`src/rtl/cam_pkg.sv`:
```
// Shared encodings and helpers for the camera pixel packer.
package cam_pkg;

    localparam logic [1:0] MODE_GREY    = 2'b00;
    localparam logic [1:0] MODE_BIN     = 2'b01;
    localparam logic [1:0] MODE_BIN_INV = 2'b10;

    typedef enum logic [1:0] {
        ST_IDLE,
        ST_ACTIVE,
        ST_DROP
    } cam_state_t;

    // Binary modes pack one bit per pixel; everything else packs whole pixels.
    function automatic int pix_per_word(input logic [1:0] mode, input int out_w, input int pix_w);
        if (mode == MODE_BIN || mode == MODE_BIN_INV)
            return out_w;
        return out_w / pix_w;
    endfunction

endpackage

```
`src/rtl/cam_pix_packer_if.sv`:
```
// Output word stream between the packer and the video DMA.
interface cam_pix_packer_if #(
    parameter int OUT_W = 32
);
    logic             tvalid;
    logic             tready;
    logic [OUT_W-1:0] tdata;
    logic             tuser;
    logic             tlast;

    modport master (output tvalid, tdata, tuser, tlast, input tready);
    modport slave  (input tvalid, tdata, tuser, tlast, output tready);
endinterface

```
`src/rtl/cam_stream_fifo.sv`:
```
// Show-ahead synchronous FIFO; a read in the same cycle frees a slot for a write when full.
module cam_stream_fifo #(
    parameter int WIDTH = 34,
    parameter int DEPTH = 16
) (
    input  logic             sys_clock,
    input  logic             reset,
    input  logic             clear,
    input  logic             wr_en,
    input  logic [WIDTH-1:0] wr_data,
    input  logic             rd_en,
    output logic [WIDTH-1:0] rd_data,
    output logic             full,
    output logic             empty
);
    localparam int AW = $clog2(DEPTH);

    logic [WIDTH-1:0] mem [DEPTH];
    logic [AW:0]      wr_ptr;
    logic [AW:0]      rd_ptr;
    logic             do_wr;
    logic             do_rd;

    assign empty   = (wr_ptr == rd_ptr);
    assign full    = (wr_ptr[AW] != rd_ptr[AW]) && (wr_ptr[AW-1:0] == rd_ptr[AW-1:0]);
    assign do_rd   = rd_en && !empty;
    assign do_wr   = wr_en && (!full || do_rd);
    // Output forced to zero when empty so the stream never shows stale or unknown data.
    assign rd_data = empty ? '0 : mem[rd_ptr[AW-1:0]];

    always_ff @(posedge sys_clock or negedge reset) begin
        if (!reset) begin
            wr_ptr <= '0;
            rd_ptr <= '0;
        end else if (clear) begin
            wr_ptr <= '0;
            rd_ptr <= '0;
        end else begin
            if (do_wr) wr_ptr <= wr_ptr + 1'b1;
            if (do_rd) rd_ptr <= rd_ptr + 1'b1;
        end
    end

    always_ff @(posedge sys_clock) begin
        if (do_wr && !clear)
            mem[wr_ptr[AW-1:0]] <= wr_data;
    end

endmodule

```
`src/rtl/cam_pix_packer.sv`:
```
// Grey/binary pixel packer with frame-level overflow dropping and a buffered output stream.
//   state     | meaning
//   ST_IDLE   | waiting for an enabled SOF
//   ST_ACTIVE | packing pixels into words
//   ST_DROP   | word lost on full FIFO; ignoring pixels until next SOF
module cam_pix_packer
    import cam_pkg::*;
#(
    parameter int PIX_W      = 8,
    parameter int OUT_W      = 32,
    parameter int FIFO_DEPTH = 16,
    parameter int CNT_W      = 16
) (
    input  logic              sys_clock,
    input  logic              reset,
    input  logic              enable,
    input  logic              clear,
    input  logic [1:0]        mode,
    input  logic [PIX_W-1:0]  threshold,
    input  logic              pix_valid,
    input  logic [PIX_W-1:0]  pix_data,
    input  logic              pix_sof,
    input  logic              pix_eol,
    cam_pix_packer_if.master  m,
    output logic [CNT_W-1:0]  frame_cnt,
    output logic [CNT_W-1:0]  ovf_cnt,
    output logic              busy
);
    localparam int IDX_W = $clog2(OUT_W);

    cam_state_t       state_q, state_d;
    logic [1:0]       mode_q, mode_eff;
    logic [PIX_W-1:0] thr_q, thr_eff;
    logic [OUT_W-1:0] word_q, word_nx, base_word;
    logic [IDX_W-1:0] idx_q, base_idx;
    logic             user_q, base_user;
    logic             start, take, complete, can_accept, push, ovf_hit, bin_mode, bin_bit;
    logic             fifo_full, fifo_empty;
    logic [OUT_W+1:0] fifo_rd;

    always_comb begin
        start     = pix_valid && pix_sof && enable;
        take      = start || (pix_valid && !pix_sof && state_q == ST_ACTIVE);
        mode_eff  = start ? mode : mode_q;
        thr_eff   = start ? threshold : thr_q;
        bin_mode  = (mode_eff == MODE_BIN) || (mode_eff == MODE_BIN_INV);
        bin_bit   = (mode_eff == MODE_BIN) ? (pix_data >= thr_eff) : (pix_data < thr_eff);
        // An SOF beat always opens a fresh word, discarding any partial one.
        base_word = start ? '0 : word_q;
        base_idx  = start ? '0 : idx_q;
        base_user = start ? 1'b1 : user_q;
        word_nx   = base_word;
        if (bin_mode)
            word_nx[base_idx] = bin_bit;
        else
            word_nx[int'(base_idx)*PIX_W +: PIX_W] = pix_data;
        complete   = take && (pix_eol ||
                     (int'(base_idx) == pix_per_word(mode_eff, OUT_W, PIX_W) - 1));
        can_accept = !fifo_full || (m.tvalid && m.tready);
        push       = complete && can_accept && !clear;
        ovf_hit    = complete && !can_accept;

        state_d = state_q;
        if (pix_valid && pix_sof)
            state_d = enable ? ST_ACTIVE : ST_IDLE;
        if (ovf_hit)
            state_d = ST_DROP;
        if (clear)
            state_d = ST_IDLE;
    end

    always_ff @(posedge sys_clock or negedge reset) begin
        if (!reset) begin
            state_q <= ST_IDLE;
            busy    <= 1'b0;
        end else begin
            state_q <= state_d;
            busy    <= (state_d != ST_IDLE);
        end
    end

    always_ff @(posedge sys_clock or negedge reset) begin
        if (!reset) begin
            mode_q    <= MODE_GREY;
            thr_q     <= '0;
            word_q    <= '0;
            idx_q     <= '0;
            user_q    <= 1'b0;
            frame_cnt <= '0;
            ovf_cnt   <= '0;
        end else if (clear) begin
            word_q    <= '0;
            idx_q     <= '0;
            user_q    <= 1'b0;
            frame_cnt <= '0;
            ovf_cnt   <= '0;
        end else begin
            if (start) begin
                mode_q    <= mode;
                thr_q     <= threshold;
                frame_cnt <= frame_cnt + 1'b1;
            end
            if (take) begin
                if (complete) begin
                    word_q <= '0;
                    idx_q  <= '0;
                    user_q <= 1'b0;
                end else begin
                    word_q <= word_nx;
                    idx_q  <= base_idx + 1'b1;
                    user_q <= base_user;
                end
            end
            if (ovf_hit && ovf_cnt != '1)
                ovf_cnt <= ovf_cnt + 1'b1;
        end
    end

    cam_stream_fifo #(
        .WIDTH (OUT_W + 2),
        .DEPTH (FIFO_DEPTH)
    ) u_fifo (
        .sys_clock (sys_clock),
        .reset     (reset),
        .clear     (clear),
        .wr_en     (push),
        .wr_data   ({base_user, pix_eol, word_nx}),
        .rd_en     (m.tready),
        .rd_data   (fifo_rd),
        .full      (fifo_full),
        .empty     (fifo_empty)
    );

    assign m.tvalid = !fifo_empty;
    assign m.tuser  = fifo_rd[OUT_W+1];
    assign m.tlast  = fifo_rd[OUT_W];
    assign m.tdata  = fifo_rd[OUT_W-1:0];

endmodule

```
`src/flat_wrapper.sv`:
```
// flat-port wrapper written by rule: the top's interface ports become plain ports
module cam_pix_packer_flat import cam_pkg::*;
#(
    parameter int PIX_W      = 8,
    parameter int OUT_W      = 32,
    parameter int FIFO_DEPTH = 16,
    parameter int CNT_W      = 16
)
  (sys_clock, reset, enable, clear, mode, threshold, pix_valid, pix_data, pix_sof, pix_eol, frame_cnt, ovf_cnt, busy, m_tvalid, m_tdata, m_tuser, m_tlast, m_tready);
  cam_pix_packer_if #(.OUT_W(OUT_W)) m_i ();
  input  logic sys_clock;
  input  logic reset;
  input  logic enable;
  input  logic clear;
  input  logic [1:0] mode;
  input  logic [PIX_W-1:0] threshold;
  input  logic pix_valid;
  input  logic [PIX_W-1:0] pix_data;
  input  logic pix_sof;
  input  logic pix_eol;
  output logic [CNT_W-1:0] frame_cnt;
  output logic [CNT_W-1:0] ovf_cnt;
  output logic busy;
  output wire logic [$bits(m_i.tvalid)-1:0] m_tvalid;
  output wire logic [$bits(m_i.tdata)-1:0] m_tdata;
  output wire logic [$bits(m_i.tuser)-1:0] m_tuser;
  output wire logic [$bits(m_i.tlast)-1:0] m_tlast;
  input wire logic [$bits(m_i.tready)-1:0] m_tready;
  assign m_tvalid = m_i.tvalid;
  assign m_tdata = m_i.tdata;
  assign m_tuser = m_i.tuser;
  assign m_tlast = m_i.tlast;
  assign m_i.tready = m_tready;
  cam_pix_packer #(.PIX_W(PIX_W), .OUT_W(OUT_W), .FIFO_DEPTH(FIFO_DEPTH), .CNT_W(CNT_W)) u_core (.sys_clock(sys_clock), .reset(reset), .enable(enable), .clear(clear), .mode(mode), .threshold(threshold), .pix_valid(pix_valid), .pix_data(pix_data), .pix_sof(pix_sof), .pix_eol(pix_eol), .m(m_i), .frame_cnt(frame_cnt), .ovf_cnt(ovf_cnt), .busy(busy));
endmodule
```
`config.mk`:
```
export PLATFORM = sky130hd
export DESIGN_NAME = cam_pix_packer_flat
export DESIGN_NICKNAME = d
export VERILOG_FILES = /design/src/rtl/cam_pkg.sv /design/src/rtl/cam_pix_packer_if.sv /design/src/rtl/cam_stream_fifo.sv /design/src/rtl/cam_pix_packer.sv /design/src/flat_wrapper.sv
export SDC_FILE = /design/constraint.sdc
export NUM_CORES = 1
export LEC_CHECK = 0
export CAP_MARGIN = 20
export CORE_MARGIN = 1
export CORE_UTILIZATION = 50
export CTS_CLUSTER_SIZE = 8
export DETAILED_ROUTE_END_ITERATION = 7
export PLACE_DENSITY = 0.73
export SLEW_MARGIN = 20
export SYNTH_ARGS = -nofsm -noshare
export SYNTH_HDL_FRONTEND = slang
export SYNTH_HIERARCHICAL = 1
export SYNTH_SLANG_ARGS = --single-unit
```
`constraint.sdc`:
```
create_clock -name sys_clock -period 13.25 [get_ports sys_clock]
set_input_delay 2.65 -clock sys_clock [delete_from_list [all_inputs] [get_ports sys_clock]]
set_output_delay 2.65 -clock sys_clock [all_outputs]
set_load 0.005 [all_outputs]
```
==> report_table.html <==
<table>
<tr><th>Metric</th><th>Value</th></tr>
<tr><th colspan="2">Logic synthesis</th></tr>
<tr><td>Cells after synthesis</td><td>1661</td></tr>
<tr><td>Dominant register cell in the synthesized netlist</td><td>sky130_fd_sc_hd__edfxtp_1</td></tr>
<tr><td>Net count of the mapped netlist</td><td>roughly 1700</td></tr>
<tr><td>Cell area after technology mapping</td><td>0.0271 mm2</td></tr>
<tr><td>Mapped Avg Cell Area</td><td>~16 um2</td></tr>
<tr><td>Fraction of synthesis flops using an asynchronous set or reset pin</td><td>14.6%</td></tr>
<tr><td>Cell variety after synth</td><td>75</td></tr>
<tr><td>Count of flip-flops with a built-in enable after synthesis</td><td>544</td></tr>
<tr><td>Number of flip-flops and latches in the synthesized netlist</td><td>637</td></tr>
<tr><td>Share of the yosys chip area belonging to registers</td><td>about 70%</td></tr>
<tr><td>Count of warnings emitted by yosys</td><td>6</td></tr>
<tr><th colspan="2">CTS</th></tr>
<tr><td>Number of buffers inserted by post-CTS setup repair</td><td>0</td></tr>
<tr><td>Resize count post-CTS</td><td>0</td></tr>
<tr><td>Root buffer cell</td><td>sky130_fd_sc_hd__clkbuf_16</td></tr>
<tr><td>H-tree depth reported by CTS</td><td>3</td></tr>
<tr><td>Reg clk slew, reported paths</td><td>0.05 ns</td></tr>
<tr><td>TritonCTS clock tree</td><td>built</td></tr>
<tr><td>Number of hold-repair buffers added at the cts stage</td><td>0</td></tr>
<tr><td>Clock Sinks</td><td>between 600 and 700</td></tr>
<tr><td>Total clock buffers created by CTS</td><td>89</td></tr>
<tr><td>Max Root-Sink Buffers</td><td>3</td></tr>
<tr><td>Clock network latency to the later pin of the worst-skew pair</td><td>0.63 ns</td></tr>
<tr><th colspan="2">Global routing</th></tr>
<tr><td>All-Layer GR Usage</td><td>24.1%</td></tr>
<tr><td>Vias in the first global route</td><td>16400</td></tr>
<tr><td>Global routing's busiest layer</td><td>met2</td></tr>
<tr><td>M1 GR Usage</td><td>between 30% and 40%</td></tr>
<tr><td>Number of antenna violations at the first check in global routing</td><td>1</td></tr>
<tr><td>Total overflow reported by the global router</td><td>0</td></tr>
<tr><td>Global Route met2 Usage</td><td>between 30% and 40%</td></tr>
<tr><td>Maximum number of pins on one net before global-route repair</td><td>79</td></tr>
<tr><td>Met3 track utilization from global routing</td><td>5.35%</td></tr>
<tr><td>First-pass GRT wire length</td><td>99800 um</td></tr>
<tr><th colspan="2">Place</th></tr>
<tr><td>Placed Area</td><td>0.0289 mm2</td></tr>
<tr><td>Port Buffers</td><td>93</td></tr>
<tr><td>Setup slack after placement</td><td>around 4.8 ns</td></tr>
<tr><td>Routability-driven placement congestion ratio</td><td>0.874</td></tr>
<tr><td>DP HPWL</td><td>roughly 37000 um</td></tr>
<tr><td>Number of placed instances, taps included</td><td>~2400</td></tr>
<tr><th colspan="2">Job</th></tr>
<tr><td>Reported max-cap violation count</td><td>0</td></tr>
<tr><th colspan="2">Layout</th></tr>
<tr><td>Most frequent standard cell in the layout excluding fill and tap cells</td><td>sky130_fd_sc_hd__edfxtp_1</td></tr>
<tr><td>Ant. Diodes</td><td>0</td></tr>
<tr><td>Number of cells in the finished layout apart from fillers</td><td>2498</td></tr>
<tr><td>Area growth, synth to finish</td><td>15.9%</td></tr>
<tr><td>Most frequent cells in the layout</td><td>sky130_fd_sc_hd__edfxtp_1 (544), sky130_fd_sc_hd__mux4_2 (136), sky130_fd_sc_hd__a21oi_1 (107)</td></tr>
<tr><td>Final core area utilization</td><td>59.2%</td></tr>
<tr><td>Final instance area</td><td>about 0.031 mm2</td></tr>
<tr><td>Layout cell share with drive strength beyond 1</td><td>approximately a fifth</td></tr>
<tr><td>NumNets Final</td><td>1829</td></tr>
<tr><td>Filler Cell Count</td><td>3883</td></tr>
<tr><th colspan="2">Detailed routing</th></tr>
<tr><td>Antenna Nets Post-Route</td><td>0</td></tr>
<tr><td>Via-to-Cell Ratio</td><td>6.39</td></tr>
<tr><td>Post-detailed-route wirelength per cell</td><td>26.3 um</td></tr>
<tr><td>Total DRC errors in the routed layout</td><td>0</td></tr>
<tr><td>Number of violations reported at the end of detailed-routing iteration 0</td><td>around 1900</td></tr>
<tr><td>Pre-Repair DR Iteration Count</td><td>8</td></tr>
<tr><td>Overall via count from detail_route</td><td>16000</td></tr>
<tr><td>Detailed-route wire length</td><td>between 60000 and 70000 um</td></tr>
<tr><th colspan="2">Die</th></tr>
<tr><td>Die area</td><td>0.0551 mm2</td></tr>
<tr><td>I/O pin count</td><td>94</td></tr>
<tr><td>Width of the chip</td><td>roughly 230 um</td></tr>
<tr><td>Die Y</td><td>235 um</td></tr>
<tr><td>Floorplan row count</td><td>between 80 and 90</td></tr>
<tr><td>Starting Density</td><td>between 50% and 60%</td></tr>
<tr><td>Core Box Area</td><td>0.0530 mm2</td></tr>
<tr><th colspan="2">Worst setup path</th></tr>
<tr><td>Endpoint class of the critical path</td><td>flop</td></tr>
<tr><td>Critical R2R Launch</td><td>u_core/u_fifo/rd_ptr[0]$_DFFE_PN0P_</td></tr>
<tr><td>Signal arrival time at the worst endpoint</td><td>8.10 ns</td></tr>
<tr><td>Crit start category</td><td>input port</td></tr>
<tr><td>Data required time of the critical path</td><td>13.49 ns</td></tr>
<tr><td>Critical path type</td><td>input port to flop</td></tr>
<tr><td>Worst flop-to-flop path endpoint</td><td>u_core/u_fifo/mem[2][25]$_DFFE_PP_</td></tr>
<tr><td>Depth of the worst register-to-register path</td><td>11</td></tr>
<tr><td>R2r setup slk</td><td>8.37 ns</td></tr>
<tr><td>Crit-path max FO</td><td>55</td></tr>
<tr><th colspan="2">Timing</th></tr>
<tr><td>Setup repair after global routing missed its margin</td><td>no</td></tr>
<tr><td>Number of hold-slack violations in the final timing report</td><td>0</td></tr>
<tr><td>Actual transition at the worst max-transition pin</td><td>1.18 ns</td></tr>
<tr><td>Worst hold slack across all endpoints</td><td>0.484 ns</td></tr>
<tr><td>Final setup viols</td><td>0</td></tr>
<tr><td>Final count of pins violating max slew</td><td>0</td></tr>
<tr><td>Minimum clock period after layout</td><td>7.86 ns</td></tr>
<tr><td>Clock Skew</td><td>0.0282 ns</td></tr>
<tr><td>Share of the cycle needed by the critical path after routing</td><td>59.3%</td></tr>
<tr><td>Maximum operating frequency</td><td>roughly 130 MHz</td></tr>
<tr><td>Final critical-path setup slack</td><td>~5.4 ns</td></tr>
<tr><td>Total negative setup slack</td><td>0 ns</td></tr>
<tr><td>Max_slew headroom</td><td>20.8%</td></tr>
<tr><th colspan="2">Power and ir drop</th></tr>
<tr><td>Power density cells</td><td>162 mW/mm2</td></tr>
<tr><td>Sw Pwr</td><td>1.27 mW</td></tr>
<tr><td>Net Sw Frac</td><td>between 20% and 30%</td></tr>
<tr><td>Relative contribution of sequential cells to total power</td><td>47.2%</td></tr>
<tr><td>Part of the total power dissipated in the clock network</td><td>39.9%</td></tr>
<tr><td>Relative contribution of combinational cells to total power</td><td>12.8%</td></tr>
<tr><td>Leak</td><td>10.4 nW</td></tr>
<tr><td>Total internal power</td><td>3.83 mW</td></tr>
<tr><td>Maximum vdd ir drop</td><td>0.117 mV</td></tr>
<tr><td>Post-layout power</td><td>5.10 mW</td></tr>
<tr><th colspan="2">Run status</th></tr>
<tr><td>Result of the run</td><td>completed</td></tr>
<tr><th colspan="2">Min path</th></tr>
<tr><td>Worst hold-check path type</td><td>flop to flop</td></tr>
<tr><td>Hold worst-path end</td><td>u_core/user_q$_DFFE_PN0P_</td></tr>
<tr><td>Worst Min Path Start</td><td>u_core/user_q$_DFFE_PN0P_</td></tr>
<tr><td>Cell depth of the worst min-delay path</td><td>2</td></tr>
</table>
[critical path, stage by stage]
cell and delay, ns:
sky130_fd_sc_hd__clkdlybuf4s50_1 0.58, sky130_fd_sc_hd__and3_1 0.71, sky130_fd_sc_hd__buf_4 0.41, sky130_fd_sc_hd__nor2_1 0.07, sky130_fd_sc_hd__a21oi_1 0.17, sky130_fd_sc_hd__ha_1 0.26
sky130_fd_sc_hd__buf_4 0.30, sky130_fd_sc_hd__or4_4 0.64, sky130_fd_sc_hd__and2_1 0.18, sky130_fd_sc_hd__a21oi_1 0.27, sky130_fd_sc_hd__nand2b_1 0.10, sky130_fd_sc_hd__a21oi_1 0.30
sky130_fd_sc_hd__nand2_1 0.32, sky130_fd_sc_hd__nor3_2 0.52, sky130_fd_sc_hd__buf_4 0.58
[per-layer routing]
layer  vias to the layer above  wire, um
li1                       6846         -
met1                      8086     26100
met2                       891     31300
met3                       143      6140
met4                         2      2210
met5                         -         8
[registers in the layout (all words and copies together), names as in the netlist]
| name | flops |
|---|---|
| u_core/idx_q | 5 |
| u_core/word_q | 32 |
| u_core/u_fifo/mem | 544 |
| u_core/state_q | 2 |
| u_core/ovf_cnt | 16 |
| u_core/user_q | 1 |
| u_core/mode_q | 2 |
| u_core/u_fifo/wr_ptr | 5 |
| u_core/frame_cnt | 16 |
| u_core/u_fifo/rd_ptr | 5 |
| u_core/thr_q | 8 |
| u_core/busy | 1 |
[layout make-up]
cell class | instances | area [um2] | share of cell area (%)
repair buffers | 140 | 1290 | 4.12
multi-input cells | 886 | 8000 | 25.5
inverters | 28 | 105 | 0.335
well taps | 688 | 861 | 2.74
flip-flops and latches | 637 | 18700 | 59.5
clock buffers | 117 | 2430 | 7.74
clock inverters | 2 | 17.5 | 0.0558
[power by group through the flow]
stage / sequential [mW] / clock (mW) / combinational [mW]
final: 2.41 / 2.04 / 0.653
after global routing: 2.41 / 2.15 / 0.701
after CTS: 2.41 / 2.07 / 0.627
after detailed placement: 2.45 / 0 / 0.624
after global placement: 2.44 / 0 / 0.594
after floorplan: 2.44 / 0 / 0.383
[synth_stat cells (13+ instances only)]
library cell | count | share of area [%]
sky130_fd_sc_hd__a22oi_1 | 74 | 2.1
sky130_fd_sc_hd__nor2_1 | 89 | 1.2
sky130_fd_sc_hd__nand2_1 | 84 | 1.2
sky130_fd_sc_hd__clkbuf_1 | 62 | 0.86
sky130_fd_sc_hd__nand3_1 | 33 | 0.61
sky130_fd_sc_hd__a21oi_1 | 114 | 2.1
sky130_fd_sc_hd__and3_1 | 16 | 0.37
sky130_fd_sc_hd__xor2_1 | 25 | 0.81
sky130_fd_sc_hd__a311oi_1 | 14 | 0.45
sky130_fd_sc_hd__nor3_1 | 17 | 0.31
sky130_fd_sc_hd__mux2i_1 | 19 | 0.70
sky130_fd_sc_hd__edfxtp_1 | 544 | 60
sky130_fd_sc_hd__nor2b_1 | 13 | 0.30
sky130_fd_sc_hd__ha_1 | 21 | 0.97
sky130_fd_sc_hd__inv_1 | 26 | 0.36
sky130_fd_sc_hd__buf_2 | 15 | 0.28
sky130_fd_sc_hd__buf_1 | 18 | 0.25
sky130_fd_sc_hd__o21ai_0 | 34 | 0.63
sky130_fd_sc_hd__nand4_1 | 17 | 0.39
sky130_fd_sc_hd__xnor2_1 | 17 | 0.55
sky130_fd_sc_hd__mux4_2 | 136 | 11
sky130_fd_sc_hd__and2_1 | 15 | 0.35
sky130_fd_sc_hd__dfrtp_1 | 93 | 8.6
[logic make-up after synthesis]
group	share of synthesized area [%]
flip-flops	69.0
AO/OA/AOI/OAI	8.33
AND/OR/NAND/NOR	5.80
multiplexers	12.3
buffers and inverters	2.21
XOR/XNOR	1.42
adder cells (fa/ha/maj)	0.971
[how the worst max path moves through the flow]
stage | cells after the start | slack [ns] | start | to
2_1_floorplan | 15 | 4.60 | enable | u_core/u_fifo/mem[0][0]$_DFFE_PP_
3_3_place_gp | 14 | 4.94 | pix_valid | u_core/u_fifo/mem[15][21]$_DFFE_PP_
3_5_place_dp | 15 | 4.83 | pix_sof | u_core/u_fifo/mem[2][27]$_DFFE_PP_
4_1_cts | 15 | 5.46 | pix_sof | u_core/u_fifo/mem[2][8]$_DFFE_PP_
5_1_grt | 15 | 4.97 | pix_valid | u_core/u_fifo/mem[2][8]$_DFFE_PP_
6_report | 15 | 5.39 | pix_sof | u_core/u_fifo/mem[2][25]$_DFFE_PP_
No activity file was read; power rests on OpenSTA's default activity.
